<file path="src/rtl/mem_port_arbiter.sv">
// mem_port_arbiter: shares one fixed-latency memory port between instruction fetch and data access.
// Define ARB_ROUND_ROBIN_EN for round-robin arbitration; otherwise the data port always wins.
module mem_port_arbiter #(
  parameter int ADDR_W      = 32,
  parameter int DATA_W      = 32,
  parameter int MEM_LATENCY = 2
) (
  input  logic              clk,
  input  logic              reset,
  input  logic              if_req,
  input  logic [ADDR_W-1:0] if_addr,
  output logic [DATA_W-1:0] if_rdata,
  output logic              if_ready,
  input  logic              d_read,
  input  logic              d_write,
  input  logic [ADDR_W-1:0] d_addr,
  input  logic [DATA_W-1:0] d_wdata,
  output logic [DATA_W-1:0] d_rdata,
  output logic              d_ready,
  output logic              mem_en,
  output logic              mem_we,
  output logic [ADDR_W-1:0] mem_addr,
  output logic [DATA_W-1:0] mem_wdata,
  input  logic [DATA_W-1:0] mem_rdata,
  output logic              stall_if,
  output logic              stall_mem
);
  localparam int CW = MEM_LATENCY > 1 ? $clog2(MEM_LATENCY) : 1;
  typedef enum logic [1:0] {IDLE, ACCESS, DONE} state_e;
  typedef enum logic [1:0] {OWN_NONE, OWN_IF, OWN_D} owner_e;
  state_e            state_q, state_d;
  owner_e            owner_q, owner_d;
  logic [CW-1:0]     cnt_q, cnt_d;
  logic              en_q, en_d, we_q, we_d;
  logic [ADDR_W-1:0] addr_q, addr_d;
  logic [DATA_W-1:0] wdata_q, wdata_d, if_rdata_q, if_rdata_d, d_rdata_q, d_rdata_d;
  logic              if_ready_q, if_ready_d, d_ready_q, d_ready_d;
  logic              d_req, grant_d;
  assign d_req = d_read || d_write;
`ifdef ARB_ROUND_ROBIN_EN
  logic last_d_q, last_d_d;
  // On a tie, the port that did not win last time goes first.
  assign grant_d = d_req && !(if_req && last_d_q);
  always_ff @(posedge clk)
    if (reset) last_d_q <= 1'b0;
    else last_d_q <= last_d_d;
  always_comb begin
    last_d_d = last_d_q;
    if (state_q == IDLE && (d_req || if_req)) last_d_d = grant_d;
  end
`else
  assign grant_d = d_req;
`endif
  always_comb begin
    state_d    = state_q;
    owner_d    = owner_q;
    cnt_d      = cnt_q;
    en_d       = en_q;
    we_d       = we_q;
    addr_d     = addr_q;
    wdata_d    = wdata_q;
    if_rdata_d = if_rdata_q;
    d_rdata_d  = d_rdata_q;
    if_ready_d = 1'b0;
    d_ready_d  = 1'b0;
    unique case (state_q)
      IDLE: if (d_req || if_req) begin
        state_d = ACCESS;
        owner_d = grant_d ? OWN_D : OWN_IF;
        addr_d  = grant_d ? d_addr : if_addr;
        wdata_d = grant_d ? d_wdata : wdata_q;
        we_d    = grant_d && d_write;
        en_d    = 1'b1;
        cnt_d   = CW'(MEM_LATENCY - 1);
      end
      ACCESS: begin
        cnt_d = cnt_q == '0 ? '0 : cnt_q - 1'b1;
        if (cnt_q == '0) begin
          state_d    = DONE;
          en_d       = 1'b0;
          we_d       = 1'b0;
          if_ready_d = owner_q == OWN_IF;
          d_ready_d  = owner_q == OWN_D;
          if (!we_q && owner_q == OWN_IF) if_rdata_d = mem_rdata;
          if (!we_q && owner_q == OWN_D) d_rdata_d = mem_rdata;
        end
      end
      DONE: begin
        state_d = IDLE;
        owner_d = OWN_NONE;
      end
      default: state_d = IDLE;
    endcase
  end
  always_ff @(posedge clk) begin
    if (reset) begin
      state_q    <= IDLE;
      owner_q    <= OWN_NONE;
      cnt_q      <= '0;
      en_q       <= 1'b0;
      we_q       <= 1'b0;
      addr_q     <= '0;
      wdata_q    <= '0;
      if_rdata_q <= '0;
      d_rdata_q  <= '0;
      if_ready_q <= 1'b0;
      d_ready_q  <= 1'b0;
    end else begin
      state_q    <= state_d;
      owner_q    <= owner_d;
      cnt_q      <= cnt_d;
      en_q       <= en_d;
      we_q       <= we_d;
      addr_q     <= addr_d;
      wdata_q    <= wdata_d;
      if_rdata_q <= if_rdata_d;
      d_rdata_q  <= d_rdata_d;
      if_ready_q <= if_ready_d;
      d_ready_q  <= d_ready_d;
    end
  end
  assign mem_en    = en_q;
  assign mem_we    = we_q;
  assign mem_addr  = addr_q;
  assign mem_wdata = wdata_q;
  assign if_rdata  = if_rdata_q;
  assign d_rdata   = d_rdata_q;
  assign if_ready  = if_ready_q;
  assign d_ready   = d_ready_q;
  assign stall_if  = if_req && !if_ready_q;
  assign stall_mem = d_req && !d_ready_q;
endmodule

</file>
<file path="config.mk">
export PLATFORM = sky130hd
export DESIGN_NAME = mem_port_arbiter
export DESIGN_NICKNAME = d
export VERILOG_FILES = /design/src/rtl/mem_port_arbiter.sv
export SDC_FILE = /design/constraint.sdc
export NUM_CORES = 1
export LEC_CHECK = 0
export BUFFER_PORTS_ARGS = -buffer_cell sky130_fd_sc_hd__buf_2
export CORE_AREA = 2 2 140 142
export CTS_BUF_LIST = sky130_fd_sc_hd__clkbuf_8 sky130_fd_sc_hd__clkbuf_16
export CTS_CLUSTER_DIAMETER = 100
export DETAILED_ROUTE_END_ITERATION = 8
export DIE_AREA = 0 0 142 144
export PLACE_DENSITY = 0.61
export SLEW_MARGIN = 20
export SYNTH_ARGS = -nofsm -noshare
export SYNTH_HDL_FRONTEND = slang
export SYNTH_SLANG_ARGS = --single-unit
export TNS_END_PERCENT = 10
</file>
<file path="constraint.sdc">
create_clock -name clk -period 2.5 [get_ports clk]
set_clock_uncertainty 0.1 [all_clocks]
set_input_delay 0.125 -clock clk [delete_from_list [all_inputs] [get_ports clk]]
set_output_delay 0.125 -clock clk [all_outputs]
set_load 0.03 [all_outputs]
</file>
==> flow_summary.toml, run 1 <==
[floorplan]
rows = 51
die_x_um = 142
top_level_ports = 267
die-area_mm2 = 0.02045
core_mm2 = 0.01908
start_util_pct = 29.36
fp.dieH_um = 144

[final_layout]
fin_area_mm2 = 0.009059
fin_nets = 1114
area_growth_pct = 61.72
drive_above_1_share_pct = 31.62
final_core_util_pct = 47.48
antenna-diode-count = 0

[detailed_routing]
dr.pass1.iters = 5
antenna_left = 0
drt-wirelength-per-cell_um = 14.76
num_vias = 5779
wl_um = 18180
drc_errors = 0
vias_per_cell = 4.695
dr.first_iter.drc_count = 236

[power]
power.leakage_nw = 4.266
swShare_pct = 28.94
peakVddDrop_v = 0.0004302
power_density_mw_per_mm2 = 709.8
p_int_mw = 4.569
p_clk_share_pct = 41.8
total_power_mw = 6.430
seq_power_share_pct = 37.5
netSwitchingPower_mw = 1.861
p_comb_share_pct = 20.7

[clocking]
clk_path_buf_depth = 2
cts_sinks = 137
clk_pin_slew_ns = 0.06
cts-root-buf = "clkbuf_16"
ctsHtreeMaxLevel = 4
numCtsBuffers = 17
tritoncts = "yes"
clk_latency_ns = 0.41

[logic_synthesis]
yosysWarnings = 0
yosysUniqueCellTypes = 25
yosysTopAreaCellShare_pct = 48.96
synth_cells = 614
synth-seq-cells = 137
syn-num-nets = 747
synth.cell_area_mm2 = 0.005602
yosysSeqAreaShare_pct = 48.96
synth_area_leaders = "dfxtp_1, mux2i_1, nand2b_1"
syn_avg_cell_area_um2 = 9.123
yosysTopAreaCell = "dfxtp_1"

[sta]
hold_viol = 0
timing.fmax_ghz = 0.4374
grt_setup_unrepaired = "no"
final.min_clock_period_ns = 2.286
slew_violations = 0
post-route-period-util_pct = 91.44
max_slew.worst_pin.slew_ns = 0.5846
layout_setup_ws_ns = 0.2139
setup_viol = 0
slew_headroom_pct = 61.03
fin_tns_setup_ns = 0

[critical_path]
path_max_fanout = 31
cp.required_ns = 2.75
cp-start-kind = "input pin"
cpMaxStageDelayCell = "dlygate4sd3_1"
cp-end-kind = "register"
cpPeakStageDelay_ns = 0.61
critPathKind = "in -> reg"
crit_chain = "dlygate4sd3_1, buf_2, or3_1, and2_1, buf_12, a311oi_1, dlygate4sd3_1"
arrival_ns = 2.54
crit_top_cell = "dlygate4sd3_1"

[placed_design]
placed_area_mm2 = 0.007137
place_congestion = 0.7586
port_buffers = 266
dpl.hpwl_um = 10770
pre_cts_ws_ns = 0.2794

[hold_path]
hold_class = "in -> reg"

[grt]
antenna_found_initial = 0
grt_pass1_wl_um = 28720
overflow = 0
grt_max_degree = 75
grt_pass1_vias = 5768
gr-usage-all-layers_pct = 17.49

[outcome]
outcome = "finished clean"

[run]
drv_cap = 0
## cell usage in the layout, fill, tap and decap left out, types with 2 or more instances in the layout
cell type and instances:
inv_1 2, bufinv_16 4, buf_2 265, nor2_4 2
o21ai_0 34, a311oi_1 32, nand3b_1 2, nand2_1 65
dlygate4sd3_1 130, mux2i_1 65, a21oi_1 68, buf_4 7
clkbuf_16 17, dfxtp_1 137, clkinv_2 3, or2_2 2
buf_12 5, nand3_1 32, clkinv_4 2, inv_6 4
nor2_1 4, nand2b_1 98, nor3_1 4
## Yosys cell counts (all sizes together)
cell	instances
inv	2
a311oi	32
nand3	32
or3	2
a211oi	1
nor3	5
or2	2
buf	11
dfxtp	137
nand3b	2
nor2	6
nand2	65
a21oi	68
mux2i	65
or3b	1
a22oi	1
nor2b	1
o21ai	34
nand2b	98
clkbuf	48
and2	1
## power groups by stage
stage	clock (mW)	combinational, mW	sequential (mW)
CTS	2.75	1.31	2.41
global placement	0	1.10	2.45
finish	2.69	1.33	2.41
global route	2.85	1.42	2.43
floorplan	0	0.431	2.73
detailed placement	0	1.10	2.46
## cells by family (layout without fill, tap and decap cells)
logic type	Yosys count	count (layout)	share of synthesized area [%]
DFF	137	137	48.96
buffers and inverters	61	440	4.847
AOI/OAI and AO/OA	136	136	14.38
muxes	65	65	11.61
and+or+nand+nor	215	215	20.19
## flip-flops by register name, indices dropped and copies added, names as in the netlist
| name | flops |
|---|---|
| d_rdata | 32 |
| if_rdata | 32 |
| mem_addr | 32 |
| mem_wdata | 32 |
| owner_q | 2 |
| state_q | 2 |
| cnt_q | 1 |
| d_ready | 1 |
| if_ready | 1 |
| mem_en | 1 |
| mem_we | 1 |
## stage by stage
step / std cells / hold WS, ns
after CTS: 1231 / 0.05434
after global placement: 1070 / 0.2774
after global routing: 1231 / 0.06776
after floorplan: 614 / 0.1689
after detailed placement: 1070 / 0.2845
final: 1231 / 0.06681
## worst max-delay path, delay by kind of cell
family,cells,cell delay (ns)
buffers and inverters,4,1.50
and+or+nand+nor,2,0.59
AOI/OAI and AO/OA,1,0.29
## timing repair
item,4_1_cts,5_1_grt
hold buffers,130,0
resized for setup,0,0
endpoints found under the hold margin,130,0
setup buffers,0,0
## layout make-up
cell class,instances,area [um2]
multi-input cells,416,2610
flip-flops and latches,137,2743
clock inverters,14,195.2
well taps,238,297.8
clock buffers,17,425.4
repair buffers,407,2780
fillers,1826,10020
inverters,2,7.507
## path summary, 6_finish.rpt
check        cells past startpoint          from  slack, ns           end
min                              2         reset       0.07        mem_en
max                              7       d_write       0.21   mem_addr[2]
max reg2reg                      5    state_q[1]       0.23   mem_addr[2]
min reg2reg                      2  if_rdata[16]       0.37  if_rdata[16]
## layer usage
| layer | track usage, % | share of wire (%) | up-vias |
|---|---|---|---|
| met5 | 0 | 0 | - |
| met4 | 6.895 | 2.2 | 0 |
| met3 | 6.026 | 7.8 | 26 |
| met2 | 28.35 | 46 | 252 |
| met1 | 21.40 | 44 | 2651 |
| li1 | - | - | 2850 |
(Power assumes the default switching activity.)
==> run 2, diff against run 1 <==
--- a/config.mk
+++ b/config.mk
@@ -6,12 +6,15 @@
 export NUM_CORES = 1
 export LEC_CHECK = 0
 export BUFFER_PORTS_ARGS = -buffer_cell sky130_fd_sc_hd__buf_2
+export CELL_PAD_IN_SITES_DETAIL_PLACEMENT = 1
+export CELL_PAD_IN_SITES_GLOBAL_PLACEMENT = 1
 export CORE_AREA = 2 2 140 142
 export CTS_BUF_LIST = sky130_fd_sc_hd__clkbuf_8 sky130_fd_sc_hd__clkbuf_16
 export CTS_CLUSTER_DIAMETER = 100
 export DETAILED_ROUTE_END_ITERATION = 8
 export DIE_AREA = 0 0 142 144
-export PLACE_DENSITY = 0.61
+export GPL_TIMING_DRIVEN = 0
+export PLACE_DENSITY = 0.79
 export SLEW_MARGIN = 20
 export SYNTH_ARGS = -nofsm -noshare
 export SYNTH_HDL_FRONTEND = slang
==> run 2 against run 1 <==
Worst setup slack worse by 0.080 ns; count of clock-buffer cells in the layout did not move; final cell count increased by 3.9%; utilization is 0.19 points higher; total power shrank 3.5%; critical endpoint unchanged; global-route usage grew 5.6 points; sequential power hardly changed; fmax shrank 3.4%; largest cell class unchanged; via count up 8.5%; worst hold slack improved by 0.21 ns; clock power fell by 8.9%.
==> flow_summary.toml, run 2 (synthesis results as in run 1) <==
[placed_design]
place_congestion = 0.7937
port_buffers = 265
placed_area_mm2 = 0.007226
dpl.hpwl_um = 15100

[power]
power.leakage_nw = 4.206
power_density_mw_per_mm2 = 682.1
peakVddDrop_v = 0.0004128

[final_layout]
final_cell_mix = "buf_2, dfxtp_1, dlygate4sd3_1"
layout_commonest_cell = "buf_2"
area_growth_pct = 62.36
fillers = 2245
drive_above_1_share_pct = 29.71
fin_nets = 1160
fin_area_mm2 = 0.009095

[sta]
slew_violations = 0
final.min_clock_period_ns = 2.366
slew_headroom_pct = 55.14
timing.fmax_ghz = 0.4226
setup_viol = 0
max_slew.worst_pin.slew_ns = 0.6729
post-route-period-util_pct = 94.65
grt_setup_unrepaired = "no"
fin_tns_setup_ns = 0
hold_viol = 0

[floorplan]
top_level_ports = 267
fp.dieH_um = 144
start_util_pct = 29.36
die_x_um = 142
die-area_mm2 = 0.02045
core_mm2 = 0.01908
rows = 51

[detailed_routing]
drt-wirelength-per-cell_um = 18.56
vias_per_cell = 4.904
dr.pass1.iters = 4
antenna_left = 0
dr.first_iter.drc_count = 188
num_vias = 6272
wl_um = 23740
drc_errors = 0

[critical_path]
arrival_ns = 2.57
cp-end-kind = "register"
critPathKind = "in -> reg"
path_max_fanout = 10
cp.required_ns = 2.70
cp-start-kind = "input pin"

[clocking]
tritoncts = "yes"
clk_latency_ns = 0.42
clk_pin_slew_ns = 0.07
cts-root-buf = "clkbuf_16"
clk_path_buf_depth = 2
cts_sinks = 137
cts_setup_buffers = 0
ctsHtreeMaxLevel = 4
numCtsBuffers = 17

[grt]
gr-usage-all-layers_pct = 23.07
grt_pass1_wl_um = 36690
grt_max_degree = 17
antenna_found_initial = 1
grt_pass1_vias = 6770
overflow = 0

[run]
drv_cap = 0

[hold_path]
hold_class = "in -> reg"

[outcome]
outcome = "finished clean"
run 2: layer usage:
| metal | global-route usage, % | vias to the layer above | share of wire [%] |
|---|---|---|---|
| li1 | - | 2961 | - |
| met1 | 25.38 | 3015 | 40 |
| met2 | 42.26 | 249 | 52 |
| met3 | 5.993 | 47 | 6.0 |
| met4 | 9.421 | 0 | 2.7 |
| met5 | 0 | - | 0 |
run 2: metrics by stage:
stage / utilization [%] / total power, mW / hold slack [ns] / std cells / setup WS [ns]
floorplan: - / 3.166 / 0.1689 / 614 / 0.6762
global placement: 37.87 / 3.577 / 0.2820 / 1117 / 0.2022
detailed placement: 37.87 / 3.600 / 0.2861 / 1117 / 0.1016
CTS: 47.67 / 6.217 / 0.2575 / 1279 / 0.1367
global route: 47.67 / 6.478 / 0.3026 / 1279 / 0.002222
finish: 47.67 / 6.204 / 0.2790 / 1279 / 0.1339
run 2: timing repair:
| item | in CTS | in global routing |
|---|---|---|
| setup endpoints to repair | 0 | 6 |
| resized for setup | 0 | 3 |
| hold endpoints to repair | 130 | 0 |
| hold buffers | 130 | 0 |
run 2: cell type report:
class / instances / area [um2] / area share (%)
antenna: 1 / 2.502 / 0.02751
buffer: 58 / 261.5 / 2.875
clock buffer: 17 / 425.4 / 4.677
clock inverter: 15 / 142.6 / 1.568
inverter: 2 / 7.507 / 0.08254
multi-input combinational: 416 / 2587 / 28.45
sequential: 137 / 2743 / 30.16
tap: 238 / 297.8 / 3.274
timing repair buffer: 395 / 2628 / 28.89
run 2: worst paths after layout:
| check | from | cells past startpoint | endpoint | slack (ns) |
|---|---|---|---|---|
| max | reset | 6 | mem_addr[2] | 0.13 |
| max reg2reg | state_q[0] | 5 | mem_addr[2] | 0.33 |
| min | d_read | 5 | mem_wdata[21] | 0.28 |
| min reg2reg | d_rdata[24] | 2 | d_rdata[24] | 0.37 |
run 2: power by group:
group	internal, mW	switching, mW	total [mW]
Sequential	2.34	0.0852	2.42
Clock	1.39	1.06	2.45
Combinational	0.513	0.819	1.33
Total	4.24	1.97	6.20
run 2: worst max-delay path: stages:
cell           delay (ns)
clkbuf_1             0.34
clkbuf_1             0.42
clkbuf_1             0.53
clkbuf_1             0.46
a311oi_1             0.08
dlygate4sd3_1        0.61
==> run 3, diff against run 2 <==
--- a/config.mk
+++ b/config.mk
@@ -6,6 +6,7 @@
 export NUM_CORES = 1
 export LEC_CHECK = 0
 export BUFFER_PORTS_ARGS = -buffer_cell sky130_fd_sc_hd__buf_2
+export CAP_MARGIN = 20
 export CELL_PAD_IN_SITES_DETAIL_PLACEMENT = 1
 export CELL_PAD_IN_SITES_GLOBAL_PLACEMENT = 1
 export CORE_AREA = 2 2 140 142
@@ -14,7 +15,7 @@
 export DETAILED_ROUTE_END_ITERATION = 8
 export DIE_AREA = 0 0 142 144
 export GPL_TIMING_DRIVEN = 0
-export PLACE_DENSITY = 0.79
+export PLACE_DENSITY = 0.76
 export SLEW_MARGIN = 20
 export SYNTH_ARGS = -nofsm -noshare
 export SYNTH_HDL_FRONTEND = slang
==> run 3 against run 2 <==
Critical endpoint is now mem_addr[0]; sequential power barely moved; combinational power barely moved; fmax fell by 1.2%; routed wire length rose by 1.4%; global-route usage rose by 0.24 points; critical path type unchanged; sequential share of layout area fell by 0.14 points; final area rose by 0.47%; register-to-register slack got worse by 0.12 ns; first-iteration DRC count rose by 14%.
==> flow_summary.toml, run 3 (synthesis results as in run 1) <==
[floorplan]
fp.dieH_um = 144
core_mm2 = 0.01908
start_util_pct = 29.36
top_level_ports = 267
die-area_mm2 = 0.02045
rows = 51
die_x_um = 142

[sta]
post-route-period-util_pct = 95.80
final.min_clock_period_ns = 2.395
max_slew.worst_pin.slew_ns = 0.7122
slew_headroom_pct = 52.52
layout_setup_ws_ns = 0.1049
timing.fmax_ghz = 0.4175
setup_viol = 0
slew_violations = 0
hold_viol = 0
grt_setup_unrepaired = "yes"

[critical_path]
cp-end-kind = "register"
cp-start-kind = "input pin"
critPathKind = "in -> reg"
cp.required_ns = 2.75
arrival_ns = 2.65
path_max_fanout = 9

[detailed_routing]
dr.first_iter.drc_count = 214
drt-wirelength-per-cell_um = 18.80
drc_errors = 0
vias_per_cell = 4.874
num_vias = 6239
dr.pass1.iters = 4
antenna_left = 0
wl_um = 24070

[hold_path]
hold_class = "in -> reg"

[grt]
overflow = 0
grt_pass1_wl_um = 36830
gr-usage-all-layers_pct = 23.31
grt_max_degree = 17
grt_pass1_vias = 6846
antenna_found_initial = 2

[power]
peakVddDrop_v = 0.0004214
power.leakage_nw = 4.233
power_density_mw_per_mm2 = 698.3

[clocking]
clk_latency_ns = 0.41
cts-root-buf = "clkbuf_16"
clk_pin_slew_ns = 0.06
ctsHtreeMaxLevel = 4
clk_path_buf_depth = 2
tritoncts = "yes"
cts_sinks = 137
numCtsBuffers = 17

[placed_design]
port_buffers = 265
pre_cts_ws_ns = 0.07522
placed_area_mm2 = 0.007226
dpl.hpwl_um = 15050
place_congestion = 0.7756

[final_layout]
fin_nets = 1161
final_core_util_pct = 47.89
final_cell_mix = "buf_2, dfxtp_1, dlygate4sd3_1"
fin_area_mm2 = 0.009138
layout_commonest_cell = "buf_2"
area_growth_pct = 63.12
drive_above_1_share_pct = 29.42

[outcome]
outcome = "finished clean"

[run]
drv_cap = 0
==> run 3: cell types whose count changed in the layout (fill, tap and decap cells not counted), sizes merged <==
cell / change
clkbuf: +4
buf: -1
clkinvlp: -1
clkinv: -2
diode: +1
bufinv: +2
inv: -2
==> run 3: timing repair <==
| item | 4_1_cts | 5_1_grt |
|---|---|---|
| setup buffers | 0 | 0 |
| endpoints found under the setup margin | 0 | 2 |
| resized for setup | 0 | 2 |
| hold endpoints to repair | 130 | 0 |
| hold buffers | 130 | 0 |
==> run 3: layout make-up <==
| class | count | area (um2) |
|---|---|---|
| Tap cell | 238 | 297.8 |
| Fill cell | 2255 | 9942 |
| Buffer | 59 | 265.3 |
| Clock inverter | 12 | 151.4 |
| Sequential cell | 137 | 2743 |
| Clock buffer | 19 | 452.9 |
| Timing Repair Buffer | 395 | 2628 |
| Inverter | 2 | 7.507 |
| Antenna cell | 2 | 5.005 |
| Multi-Input combinational cell | 416 | 2587 |
==> run 3: report_power, final <==
group | internal (mW) | switching, mW | total (mW) | leakage, nW
Combinational | 0.513 | 0.820 | 1.33 | 2.82
Sequential | 2.34 | 0.0841 | 2.42 | 1.12
Clock | 1.61 | 1.01 | 2.63 | 0.294
==> run 3: path summary, 6_finish.rpt <==
kind / startpoint / to / slack [ns] / cells past startpoint
worst max register to register: state_q[0] / mem_addr[0] / 0.21 / 5
worst min-delay path: d_read / mem_addr[5] / 0.26 / 5
worst min register to register: if_rdata[1] / if_rdata[1] / 0.37 / 2
worst max-delay path: d_write / mem_addr[0] / 0.10 / 8
==> run 3: metrics by stage <==
| step | power, mW | std cells | hold WS (ns) | TNS [ns] |
|---|---|---|---|---|
| 4_1_cts | 6.383 | 1278 | 0.2764 | 0 |
| 5_1_grt | 6.632 | 1280 | 0.2969 | -0.005849 |
| 2_1_floorplan | 3.166 | 614 | 0.1689 | 0 |
| 3_5_place_dp | 3.597 | 1117 | 0.2861 | 0 |
| 6_report | 6.380 | 1280 | 0.2649 | 0 |
| 3_3_place_gp | 3.579 | 1117 | 0.2813 | 0 |
==> run 3: layer usage <==
metal	track usage, %	routed length (um)	vias to the layer above
li1	-	-	2952
met4	10.05	629	0
met5	0	0	-
met1	25.54	9535	2983
met2	41.65	12130	259
met3	7.252	1772	45
==> run 3: worst max-delay path, cell delays in order <==
cell,delay [ns]
dlygate4sd3_1,0.55
buf_2,0.15
or3_1,0.37
clkbuf_1,0.23
and2_1,0.22
clkbuf_1,0.16
a311oi_1,0.25
dlygate4sd3_1,0.59
